--- config.mk ---
export PLATFORM = sky130hd
export DESIGN_NAME = regfile_wb_ctrl
export DESIGN_NICKNAME = d
export VERILOG_FILES = /design/src/rtl/regfile_pkg.sv /design/src/rtl/rr_arb2.sv /design/src/rtl/regfile_wb_ctrl.sv
export SDC_FILE = /design/constraint.sdc
export NUM_CORES = 1
export LEC_CHECK = 0
export ABC_AREA = 1
export ABC_CLOCK_PERIOD_IN_PS = 4500
export BUFFER_PORTS_ARGS = -buffer_cell sky130_fd_sc_hd__clkbuf_2
export CORE_MARGIN = 8
export CORE_UTILIZATION = 45
export DETAILED_ROUTE_END_ITERATION = 12
export GPL_TIMING_DRIVEN = 0
export PLACE_DENSITY_LB_ADDON = 0.08
export SYNTH_ARGS = -nofsm -noshare
export SYNTH_HDL_FRONTEND = slang
export SYNTH_SLANG_ARGS = --single-unit
--- constraint.sdc ---
create_clock -name clk -period 4.5 [get_ports clk]
set_clock_uncertainty 0.2 [all_clocks]
set_input_delay 0.45 -clock clk [delete_from_list [all_inputs] [get_ports clk]]
set_output_delay 0.45 -clock clk [all_outputs]
set_load 0.01 [all_outputs]
--- src/rtl/regfile_pkg.sv ---
// Shared widths and the writeback request type for the register-file
// writeback controller and its arbiter.
package regfile_pkg;

    localparam int XLEN   = 32;
    localparam int NREG   = 32;
    localparam int REG_AW = 5;

    typedef struct packed {
        logic [REG_AW-1:0] rd;
        logic [XLEN-1:0]   data;
    } wb_req_t;

endpackage

--- src/rtl/rr_arb2.sv ---
// Two-requester round-robin arbiter: one-hot grant, the pointer moves only
// when a grant is issued. Grants are suppressed while rst is high.
module rr_arb2 (
    input  logic       clk,
    input  logic       rst,
    input  logic [1:0] i_req,
    output logic [1:0] o_gnt
);

    // 0: requester 0 wins the next tie, 1: requester 1 wins it
    logic r_ptr;

    // NOTE: every combinational output gets a default first so no latch is inferred.
    always_comb begin
        o_gnt = 2'b00;
        if (!rst) begin
            unique case (i_req)
                2'b01:   o_gnt = 2'b01;
                2'b10:   o_gnt = 2'b10;
                2'b11:   o_gnt = r_ptr ? 2'b10 : 2'b01;
                default: o_gnt = 2'b00;
            endcase
        end
    end

    // NOTE: sequential state uses non-blocking assignments only.
    always_ff @(posedge clk) begin
        if (rst) begin
            r_ptr <= 1'b0;
        end else if (|o_gnt) begin
            r_ptr <= o_gnt[0];
        end
    end

endmodule

--- src/rtl/regfile_wb_ctrl.sv ---
// Writeback controller: arbitrates two writeback ports into a single
// register-file write and keeps a busy scoreboard for hazard checks.
module regfile_wb_ctrl
    import regfile_pkg::*;
#(
    parameter int XLEN = regfile_pkg::XLEN,
    parameter int NREG = regfile_pkg::NREG
) (
    input  logic                           clk,
    input  logic                           rst,
    input  logic                           wb0_valid,
    output logic                           wb0_ready,
    input  logic [regfile_pkg::REG_AW-1:0] wb0_rd,
    input  logic [XLEN-1:0]                wb0_data,
    input  logic                           wb1_valid,
    output logic                           wb1_ready,
    input  logic [regfile_pkg::REG_AW-1:0] wb1_rd,
    input  logic [XLEN-1:0]                wb1_data,
    input  logic                           alloc_valid,
    input  logic [regfile_pkg::REG_AW-1:0] alloc_rd,
    output logic                           alloc_ready,
    input  logic [regfile_pkg::REG_AW-1:0] rs1,
    input  logic [regfile_pkg::REG_AW-1:0] rs2,
    output logic                           busy_rs1,
    output logic                           busy_rs2,
    output logic                           rf_we,
    output logic [regfile_pkg::REG_AW-1:0] rf_waddr,
    output logic [XLEN-1:0]                rf_wdata
);

    localparam int NSLOT = 1 << REG_AW;

    logic [1:0]        w_gnt;
    logic              w_wb_fire;
    logic              w_alloc_fire;
    wb_req_t           w_req;
    logic [NREG-1:0]   r_busy;
    logic [NREG-1:0]   w_busy_nxt;
    logic [NSLOT-1:0]  w_busy_full;
    logic              r_we;
    logic [REG_AW-1:0] r_waddr;
    logic [XLEN-1:0]   r_wdata;

    rr_arb2 u_arb (
        .clk   (clk),
        .rst   (rst),
        .i_req ({wb1_valid, wb0_valid}),
        .o_gnt (w_gnt)
    );

    assign wb0_ready = w_gnt[0];
    assign wb1_ready = w_gnt[1];
    assign w_wb_fire = |w_gnt;

    always_comb begin
        w_req = '{rd: wb0_rd, data: wb0_data};
        if (w_gnt[1]) begin
            w_req = '{rd: wb1_rd, data: wb1_data};
        end
    end

    // Zero-extended view so any 5-bit address indexes safely when NREG < 32
    assign w_busy_full = NSLOT'(r_busy);

    assign alloc_ready  = !rst && ((alloc_rd == '0) || !w_busy_full[alloc_rd]);
    assign w_alloc_fire = alloc_valid && alloc_ready && (alloc_rd != '0);
    assign busy_rs1     = w_busy_full[rs1];
    assign busy_rs2     = w_busy_full[rs2];

    // Clear first, then set, so an allocation wins over a same-cycle writeback
    always_comb begin
        w_busy_nxt = r_busy;
        for (int i = 1; i < NREG; i++) begin
            if (w_wb_fire && (w_req.rd == REG_AW'(i))) w_busy_nxt[i] = 1'b0;
            if (w_alloc_fire && (alloc_rd == REG_AW'(i))) w_busy_nxt[i] = 1'b1;
        end
        w_busy_nxt[0] = 1'b0;
    end

    // NOTE: the scoreboard is flops, not a RAM, so it is fully cleared on reset.
    always_ff @(posedge clk) begin
        if (rst) begin
            r_busy  <= '0;
            r_we    <= 1'b0;
            r_waddr <= '0;
            r_wdata <= '0;
        end else begin
            r_busy <= w_busy_nxt;
            r_we   <= w_wb_fire && (w_req.rd != '0);
            if (w_wb_fire) begin
                r_waddr <= w_req.rd;
                r_wdata <= w_req.data;
            end
        end
    end

    assign rf_we    = r_we;
    assign rf_waddr = r_waddr;
    assign rf_wdata = r_wdata;

endmodule

==> run_results.csv, run 1 <==
group,metric,value,unit
clock_network,htree_num_levels,3,
worst_setup_path,crit_buf_inv,4,
yosys,async_flop_share,0,
placed_design,placedCellCount,965,
sta,timing.setup.tns,0,ns
floorplan,design.core.area,0.009594,mm²
yosys,syn_inst,698,
sta,slew_violations,0,
detailed_routing,detail_route.wl_per_cell,16.39,µm
yosys,synth_sequential_area_ratio,0.3204,
worst_setup_path,type_of_the_worst_setup_path,"input pin to output port",
detailed_routing,initialDrtViolationCount,452,
clock_network,postCtsSetupBuffers,0,
grt,largest_net_degree_at_the_start_of_global_routing,14,
yosys,synth_common_cells,"nand2_1, inv_1, dfxtp_1, nor2_1, o21ai_0",
grt,antenna_violations_before_repair,0,
clock_network,tritoncts,"done",
placed_design,portBuffers,134,
worst_setup_path,crit_path_max_incr_delay,0.38,ns
floorplan,die-area,0.01313,mm²
sta,worst_slack,1.866,ns
clock_network,clock_slew_at_the_register_clock_pins_of_the_worst_setup_and_hold_paths,0.07,ns
sta,final_period_minus_worst_setup_slack,2.634,ns
pwr,leakagePower,2.645,nW
yosys,syn_nets,792,
yosys,synthMostInstantiatedCell,"nand2_1",
yosys,post_synthesis_cell_type_with_the_largest_combined_area,"dfxtp_1",
yosys,yosysUniqueCellTypes,27,
yosys,ys.flop_type,"dfxtp_1",
worst_setup_path,worstPathArrival,1.98,ns
placed_design,hpwl,12570,µm
worst_setup_path,ff_to_ff_start,"u_arb.r_ptr$_SDFFE_PP0P_",
yosys,synth_edf_count,0,
worst_setup_path,critical_path_required,3.85,ns
worst_setup_path,critPathMostFrequentCell,"clkbuf_2",
worst_setup_path,critical-path-slowest-cell,"clkbuf_1",
floorplan,dieWidth,114.6,µm
sta,grt_setup_unrepaired,"false",
placed_design,globalplace.congestion,0.9170,
final_layout,final.fill_count,993,
detailed_routing,post_drt_via_cell_ratio,5.454,
floorplan,fp-row-count,36,
min_path,hold_path.startpoint,"rst",
sta,final_min_period_over_clock_period,0.5853,
floorplan,dieHeight,114.6,µm
sta,maxSlewHeadroom,0.5822,
run_status,run_status,"finished, final reports clean",
clock_network,cts_inserted_buffers,9,
yosys,portion_of_synthesized_cell_area_occupied_by_the_leading_cell_type,0.3204,
sta,final_hold_viol_count,0,
sta,fmax,0.3797,GHz
clock_network,cts_hold_buf,0,
floorplan,initial_utilization,0.4559,
job,drv_cap,0,
detailed_routing,route.antenna.remaining_nets,0,
clock_network,clock_tree.buffer_depth,2,
grt,grt_pass1_wl,25360,µm
yosys,yosys_warnings,0,
grt,globalRoute.totalOverflow,0,
grt,grt_pass1_vias,5129,
worst_setup_path,critical_path.cell_chain,"clkbuf_2, inv_1, clkbuf_1, o21ai_0, o211ai_1, a31oi_1, a21oi_1, clkbuf_2",
clock_network,clockRootBuffer,"clkbuf_8",
pwr,power_per_cell_area,287.7,mW/mm²
yosys,synth.avg_cell_area,6.267,µm²
clock_network,clkLatencyLatePin,0.35,ns
detailed_routing,route.final.wire_length,16080,µm
worst_setup_path,worst_path_dominant_cell_family,"buffers and inverters",
worst_setup_path,cp-startpoint,"rs2[0]",
worst_setup_path,start_kind,"input pin",
final_layout,fin_nets,937,
detailed_routing,via_count,5350,
final_layout,flow.area_growth_from_synthesis,24.20,%
yosys,synthTopCellsByArea,"dfxtp_1, nand2_1, o211ai_1, o21ai_0, inv_1",
worst_setup_path,timing.critical_path.to_type,"output port",
final_layout,drive_above_1_share,0.2123,
yosys,ys_ff_latch,70,
placed_design,post-place-ws,1.933,ns
clock_network,clock_sinks,70,
floorplan,pin_count,137,
final_layout,antenna_cells,0,
pwr,ir_drop,0.0001743,V
yosys,synth.cell_area,0.004374,mm²
sta,max_slew.worst_pin.slew,0.6244,ns
detailed_routing,drt_pre_antenna_iters,5,
final_layout,final_cells,981,
sta,report.final.setup_viol,0,
grt,grtUsageTotal,0.2447,
detailed_routing,post-route-drc-count,0,
min_path,hold_path_class,"input pin to register",
worst_setup_path,cp_max_fo,10,
clock_network,postCtsResizedCells,0,
## report_power, final
group / internal (mW) / switching [mW] / total (mW)
logic: 0.119 / 0.205 / 0.324
registers: 0.649 / 0.0174 / 0.666
clock network: 0.314 / 0.260 / 0.573
total: 1.08 / 0.482 / 1.56
## cell type report
cell class / instances / area [µm²] / area share
buffer: 46 / 249.0 / 0.04583
clock buffer: 9 / 123.9 / 0.02280
clock inverter: 7 / 97.59 / 0.01796
inverter: 78 / 295.3 / 0.05435
multi-input combinational: 504 / 2429 / 0.4470
sequential: 70 / 1401 / 0.2579
tap: 133 / 166.4 / 0.03063
timing repair buffer: 134 / 670.6 / 0.1234
## flip-flops by register name, summed over array words and instances (netlist names)
| signal | cells |
|---|---|
| rf_wdata | 32 |
| rf_waddr | 5 |
| rf_we | 1 |
| r_busy | 31 |
| u_arb.r_ptr | 1 |
## final timing paths
check / to / slack (ns) / depth (start not counted)
worst max-delay path: busy_rs2 / 1.87 / 8
worst min-delay path: r_busy[25]$_SDFFE_PP0P_ / 0.10 / 2
worst max register to register: r_busy[26]$_SDFFE_PP0P_ / 2.39 / 9
worst min register to register: rf_waddr[3]$_SDFFE_PP0P_ / 0.31 / 2
## placed cells by master, fill, tap and decap left out, types with 2 or more instances in the layout
cell	instances
nand2_1	178
clkbuf_2	134
inv_1	71
dfxtp_1	70
nor2_1	63
o21ai_0	56
nand3_1	47
a21oi_1	43
o211ai_1	43
nand4_1	31
clkbuf_1	26
nor3_1	12
o21ai_1	12
buf_2	10
clkbuf_8	9
buf_6	8
o221ai_1	8
inv_2	4
a31oi_1	3
clkinv_1	2
nand2_2	2
nor2_2	2
clkinvlp_4	2
bufinv_16	2
## per-layer routing
layer | part of all wire | vias to the layer above | wire (µm) | GRT usage
li1 | - | 2642 | - | -
met1 | 0.39 | 2403 | 6286 | 0.2848
met2 | 0.47 | 266 | 7608 | 0.4057
met3 | 0.099 | 39 | 1595 | 0.07700
met4 | 0.036 | 0 | 584 | 0.1012
met5 | 0 | - | 0 | 0
## per-stage QoR
stage | hold slack (ns) | power, mW | util | area, µm²
2_1_floorplan | 0.2668 | 0.8675 | - | 4374
5_1_grt | 0.09881 | 1.641 | 0.5662 | 5433
4_1_cts | 0.09017 | 1.567 | 0.5662 | 5433
3_5_place_dp | 0.2841 | 1.001 | 0.5432 | 5211
6_report | 0.1016 | 1.563 | 0.5662 | 5433
3_3_place_gp | 0.2798 | 0.9947 | 0.5432 | 5211
## cell families after synthesis
logic type | Yosys count | share of synthesized area
simple gates | 336 | 0.3258
compound gates | 168 | 0.2294
buf+inv | 124 | 0.1244
flops | 70 | 0.3204
Note: power is estimated with default switching activity, not from simulation.
==> inputs of run 2 (changes only) <==
--- a/config.mk
+++ b/config.mk
@@ -5,8 +5,8 @@
 export SDC_FILE = /design/constraint.sdc
 export NUM_CORES = 1
 export LEC_CHECK = 0
-export ABC_AREA = 1
-export ABC_CLOCK_PERIOD_IN_PS = 4500
+export ABC_AREA = 0
+export ABC_CLOCK_PERIOD_IN_PS = 2200
 export BUFFER_PORTS_ARGS = -buffer_cell sky130_fd_sc_hd__clkbuf_2
 export CORE_MARGIN = 8
 export CORE_UTILIZATION = 45
==> constraint.sdc (replaced) <==
create_clock -name clk -period 2.2 [get_ports clk]
set_clock_uncertainty 0.2 [all_clocks]
set_input_delay 0.22 -clock clk [delete_from_list [all_inputs] [get_ports clk]]
set_output_delay 0.22 -clock clk [all_outputs]
set_load 0.01 [all_outputs]
==> run_results.csv, run 2 <==
group,metric,value,unit
sta,worst_slack,-0.2610,ns
final_layout,flow.area_growth_from_synthesis,36.06,%
grt,largest_net_degree_at_the_start_of_global_routing,20,
detailed_routing,drt_pre_antenna_iters,4,
detailed_routing,route.final.wire_length,13800,µm
yosys,async_flop_share,0,
clock_network,postCtsSetupBuffers,0,
detailed_routing,via_count,4085,
run_status,violations,"negative setup slack",
yosys,synth_common_cells,"dfxtp_1, nor2_1, mux2i_1, a211oi_1, o31ai_1",
sta,max_slew.worst_pin.slew,0.5471,ns
yosys,synth_sequential_area_ratio,0.3478,
sta,fmax,0.4063,GHz
placed_design,globalplace.congestion,0.8620,
detailed_routing,initialDrtViolationCount,248,
sta,final_min_period_over_clock_period,1.119,
floorplan,dieHeight,110.6,µm
sta,slew_violations,0,
yosys,portion_of_synthesized_cell_area_occupied_by_the_leading_cell_type,0.3478,
final_layout,postLayoutCoreUtil,0.6286,
worst_setup_path,timing.rr.end,"r_busy[4]$_SDFFE_PP0P_",
min_path,min_delay_worst_endpoint,"rf_wdata[18]$_SDFFE_PP0P_",
worst_setup_path,timing.reg2reg.worst_path_depth,5,
sta,maxSlewHeadroom,0.6280,
final_layout,drive_above_1_share,0.3735,
min_path,timing.hold.worst_path_depth,3,
grt,antenna_violations_before_repair,1,
grt,grt_pass1_wl,22580,µm
clock_network,htree_num_levels,3,
floorplan,die-area,0.01224,mm²
detailed_routing,post-route-drc-count,0,
final_layout,final_cell_mix,"clkbuf_2, dfxtp_1, dlygate4sd3_1, nor2_1, mux2i_1",
final_layout,final.fill_count,755,
worst_setup_path,cp_max_fo,4,
placed_design,portBuffers,128,
clock_network,clockRootBuffer,"clkbuf_8",
pwr,ir_drop,0.0003492,V
clock_network,clkLatencyLatePin,0.34,ns
yosys,synth.cell_area,0.004029,mm²
yosys,post_synthesis_cell_type_with_the_largest_combined_area,"dfxtp_1",
sta,grt_setup_unrepaired,"true",
yosys,syn_inst,402,
grt,globalRoute.totalOverflow,0,
pwr,post-layout-total-power,2.933,mW
yosys,synthMostInstantiatedCell,"dfxtp_1",
floorplan,fp-row-count,34,
worst_setup_path,worstPathArrival,2.04,ns
pwr,power_per_cell_area,535.0,mW/mm²
floorplan,initial_utilization,0.4620,
yosys,yosys_warnings,0,
clock_network,cts_inserted_buffers,9,
floorplan,pin_count,137,
sta,report.final.setup_viol,3,
run_status,run_status,"finished with violations",
worst_setup_path,start_kind,"register",
clock_network,clock_tree.buffer_depth,2,
worst_setup_path,ff_to_ff_start,"r_busy[16]$_SDFFE_PP0P_",
final_layout,largest_reg_flops,32,
min_path,hold_path.startpoint,"wb0_data[18]",
clock_network,clock_sinks,70,
detailed_routing,route.antenna.remaining_nets,0,
worst_setup_path,critical_path_required,1.78,ns
yosys,synth.avg_cell_area,10.02,µm²
yosys,ys_ff_latch,70,
grt,grt_pass1_vias,4380,
final_layout,fin_nets,681,
yosys,synthTopCellsByArea,"dfxtp_1, mux4_2, mux2i_1, a211oi_1, nor2_1",
yosys,yosysUniqueCellTypes,38,
clock_network,tritoncts,"done",
worst_setup_path,timing.critical_path.to_type,"output port",
floorplan,dieWidth,110.6,µm
worst_setup_path,type_of_the_worst_setup_path,"register to output port",
worst_setup_path,r2r_slack,0.09,ns
detailed_routing,post_drt_via_cell_ratio,5.852,
final_layout,commonest_non_fill_non_tap_cell_in_the_layout,"clkbuf_2",
placed_design,post-place-ws,-0.2444,ns
yosys,syn_nets,496,
clock_network,clock_slew_at_the_register_clock_pins_of_the_worst_setup_and_hold_paths,0.07,ns
job,drv_cap,0,
min_path,hold_path_class,"input pin to register",
yosys,synth_edf_count,0,
sta,final_hold_viol_count,0,
placed_design,hpwl,10090,µm
floorplan,design.core.area,0.008721,mm²
detailed_routing,detail_route.wl_per_cell,19.77,µm
grt,grtUsageTotal,0.2230,
sta,final_period_minus_worst_setup_slack,2.461,ns
pwr,leakagePower,2.227,nW
yosys,ys.flop_type,"dfxtp_1",
[run 2: cell count changes after synthesis, sizes merged, moves of 37 or more]
cell,delta
a211oi,+37
a21oi,-40
inv,-67
mux2i,+46
nand2,-162
nand3,-41
o211ai,-44
o21ai,-62
[run 2: metal layers]
layer  track usage  vias to the layer above  routed length [µm]
met5             0                        -                   0
met4       0.08829                        0                 352
met3       0.06872                       26                1024
met2        0.3867                      143                6862
met1        0.2480                     1967                5561
li1              -                     1949                   -
[run 2: cell families (layout without fill, tap and decap cells)]
logic type,Yosys count,after routing,share of synthesized area
compound gates,111,111,0.2146
simple gates,99,99,0.1130
mux,79,79,0.2717
flops,70,70,0.3478
buf+inv,43,230,0.05279
other cells,0,1,0
[run 2: power by group]
| group | internal (mW) | leakage (nW) | switching, mW |
|---|---|---|---|
| logic | 0.306 | 1.56 | 0.344 |
| clock network | 0.448 | 0.0869 | 0.458 |
| registers | 1.33 | 0.578 | 0.0407 |
| total | 2.09 | 2.23 | 0.843 |
[run 2: layout make-up]
cell class,instances,area (µm²),share of cell area
multi-input combinational,289,2444,0.4458
sequential,70,1416,0.2584
inverter,9,33.78,0.006163
clock buffer,11,151.4,0.02762
timing repair buffer,175,1111,0.2027
clock inverter,2,10.01,0.001826
antenna,1,2.502,0.0004565
tap,108,135.1,0.02465
buffer,33,177.7,0.03241
[run 2: worst max path at each step]
stage | from | end | slack [ns] | depth (start not counted)
finish | r_busy[31]$_SDFFE_PP0P_ | busy_rs1 | -0.26 | 4
detailed placement | rs1[1] | busy_rs1 | -0.24 | 7
global route | r_busy[31]$_SDFFE_PP0P_ | busy_rs1 | -0.32 | 4
global placement | rs2[1] | busy_rs2 | -0.20 | 7
floorplan | rs1[1] | busy_rs1 | 0.07 | 6
CTS | r_busy[31]$_SDFFE_PP0P_ | busy_rs1 | -0.29 | 4
[run 2: metrics by stage]
step / area, µm² / hold WS, ns / std cells / setup TNS, ns
after floorplan: 4029 / 0.2026 / 402 / 0
after detailed placement: 4805 / 0.2963 / 638 / -2.467
after CTS: 5446 / 0.0003975 / 696 / -0.6522
after global routing: 5482 / 0.01193 / 698 / -0.7962
after global placement: 4805 / 0.2921 / 638 / -2.376
final: 5482 / 0.01150 / 698 / -0.6104
[run 2: critical path, cell delays in order (launching register included)]
cell and delay, ns:
dfxtp_2 0.34, mux4_2 0.48, mux4_2 0.49, mux2_4 0.27
clkbuf_2 0.13
[run 2: repair_timing]
action                                  4_1_cts  5_1_grt
resized for setup                            13       17
endpoints found under the setup margin        5       24
hold buffers                                 46        1
cloned                                        0        0
endpoints found under the hold margin        36        1
pin swaps                                     1        0
==> inputs of run 3 (changes only) <==
--- a/config.mk
+++ b/config.mk
@@ -9,7 +9,7 @@
 export ABC_CLOCK_PERIOD_IN_PS = 2200
 export BUFFER_PORTS_ARGS = -buffer_cell sky130_fd_sc_hd__clkbuf_2
 export CORE_MARGIN = 8
-export CORE_UTILIZATION = 45
+export CORE_UTILIZATION = 46
 export DETAILED_ROUTE_END_ITERATION = 12
 export GPL_TIMING_DRIVEN = 0
 export PLACE_DENSITY_LB_ADDON = 0.08
==> run_results.csv, run 3 (same netlist as run 2, synthesis figures left out) <==
group,metric,value,unit
run_status,run_status,"finished with violations",
run_status,violations,"negative setup slack",
pwr,power_per_cell_area,569.1,mW/mm²
final_layout,area_used_by_multi_input_combinational_logic,0.002446,mm²
floorplan,dieWidth,109.6,µm
final_layout,flow.area_growth_from_synthesis,37.89,%
final_layout,final_cells,701,
detailed_routing,route.final.wire_length,13940,µm
sta,final_min_period_over_clock_period,1.119,
detailed_routing,route.antenna.remaining_nets,0,
sta,report.final.setup_viol,3,
worst_setup_path,ff_to_ff_start,"u_arb.r_ptr$_SDFFE_PP0P_",
sta,maxSlewHeadroom,0.5828,
clock_network,htree_num_levels,3,
final_layout,fin_nets,682,
worst_setup_path,timing.reg2reg.worst_path_depth,6,
clock_network,clock_tree.buffer_depth,2,
sta,fmax,0.4063,GHz
final_layout,commonest_non_fill_non_tap_cell_in_the_layout,"clkbuf_2",
detailed_routing,initialDrtViolationCount,151,
clock_network,clock_slew_at_the_register_clock_pins_of_the_worst_setup_and_hold_paths,0.08,ns
placed_design,portBuffers,128,
job,drv_cap,0,
min_path,hold_path.startpoint,"wb0_data[22]",
worst_setup_path,type_of_the_worst_setup_path,"register to output port",
floorplan,design.core.area,0.008593,mm²
final_layout,drive_above_1_share,0.3794,
detailed_routing,detail_route.wl_per_cell,19.89,µm
detailed_routing,post-route-drc-count,0,
sta,worst_slack,-0.2610,ns
grt,largest_net_degree_at_the_start_of_global_routing,20,
worst_setup_path,start_kind,"register",
floorplan,fp-row-count,34,
worst_setup_path,worstSetupEndpoint,"busy_rs1",
sta,final_period_minus_worst_setup_slack,2.461,ns
final_layout,final_cell_mix,"clkbuf_2, dfxtp_1, dlygate4sd3_1, nor2_1, mux2i_1",
grt,grt_pass1_vias,4318,
min_path,hold_path_class,"input pin to register",
pwr,ir_drop,0.0003544,V
sta,slew_violations,0,
sta,grt_setup_unrepaired,"true",
clock_network,clock_sinks,70,
worst_setup_path,critical_path_required,1.78,ns
worst_setup_path,r2r_slack,0.11,ns
sta,final_hold_viol_count,0,
final_layout,reg_area,0.001418,mm²
worst_setup_path,cp-startpoint,"r_busy[29]$_SDFFE_PP0P_",
detailed_routing,drt_pre_antenna_iters,5,
final_layout,antenna_cells,0,
floorplan,die-area,0.01201,mm²
placed_design,placedCellCount,638,
pwr,leakagePower,2.266,nW
clock_network,tritoncts,"done",
clock_network,cts_inserted_buffers,9,
final_layout,postLayoutCoreUtil,0.6465,
grt,grt_pass1_wl,22130,µm
floorplan,pin_count,137,
sta,max_slew.worst_pin.slew,0.6083,ns
worst_setup_path,worstPathArrival,2.04,ns
floorplan,initial_utilization,0.4688,
worst_setup_path,timing.critical_path.to_type,"output port",
grt,antenna_violations_before_repair,0,
pwr,post-layout-total-power,3.162,mW
placed_design,post-place-ws,-0.2455,ns
clock_network,clkLatencyLatePin,0.34,ns
floorplan,dieHeight,109.6,µm
worst_setup_path,cp_max_fo,4,
detailed_routing,via_count,4114,
final_layout,largest_reg_flops,32,
placed_design,hpwl,9981,µm
clock_network,clockRootBuffer,"clkbuf_8",
grt,globalRoute.totalOverflow,0,
detailed_routing,post_drt_via_cell_ratio,5.869,
grt,grtUsageTotal,0.2337,
final_layout,final.fill_count,729,
worst_setup_path,timing.rr.end,"r_busy[6]$_SDFFE_PP0P_",
placed_design,globalplace.congestion,0.8402,
-- run 3: area by class of cell --
type	count	share of cell area
inverters	9	0.006081
plain buffers	33	0.03266
repair buffers	176	0.2029
clock buffers	10	0.02297
flip-flops and latches	70	0.2552
multi-input cells	289	0.4403
clock inverters	6	0.01554
well taps	108	0.02432
-- run 3: critical path: stages (launching register included) --
cell and delay, ns:
dfxtp_1 0.34, mux4_2 0.47, mux4_2 0.50, mux2_4 0.27, clkbuf_2 0.13
-- run 3: power breakdown --
part / switching, mW / leakage (nW) / internal, mW / total [mW]
clock: 0.489 / 0.106 / 0.637 / 1.13
sequential: 0.0420 / 0.579 / 1.33 / 1.38
combinational: 0.351 / 1.58 / 0.308 / 0.659
total: 0.883 / 2.27 / 2.28 / 3.16
-- run 3: worst min-delay path by stage --
| stage | to | slack (ns) | cells past startpoint |
|---|---|---|---|
| 2_1_floorplan | rf_waddr[0]$_SDFFE_PP0P_ | 0.20 | 2 |
| 3_3_place_gp | r_busy[31]$_SDFFE_PP0P_ | 0.29 | 2 |
| 3_5_place_dp | r_busy[15]$_SDFFE_PP0P_ | 0.29 | 2 |
| 4_1_cts | rf_wdata[4]$_SDFFE_PP0P_ | 0.00004 | 3 |
| 5_1_grt | rf_wdata[10]$_SDFFE_PP0P_ | 0.009 | 3 |
| 6_report | rf_wdata[22]$_SDFFE_PP0P_ | 0.009 | 3 |
-- run 3: through the flow --
step                instance area [µm²]  hold slack, ns  setup TNS (ns)
finish                             5555        0.009271         -0.6430
global route                       5555        0.008658         -0.7922
CTS                                5507      0.00003730         -0.6780
detailed placement                 4805          0.2949          -1.419
global placement                   4805          0.2869          -1.715
floorplan                          4029          0.2026               0
-- run 3: layer usage --
layer,global-route usage,part of all wire,vias up
met5,0,0,-
met4,0.1128,0.030,0
met3,0.07327,0.093,33
met2,0.3885,0.49,175
met1,0.2676,0.39,1958
li1,-,-,1948
-- run 3: timing repair --
item,4_1_cts,5_1_grt
endpoints found under the setup margin,5,25
hold buffers,46,1
gates resized for setup,15,24
endpoints found under the hold margin,38,1
buffers inserted,1,0
gates cloned,0,0
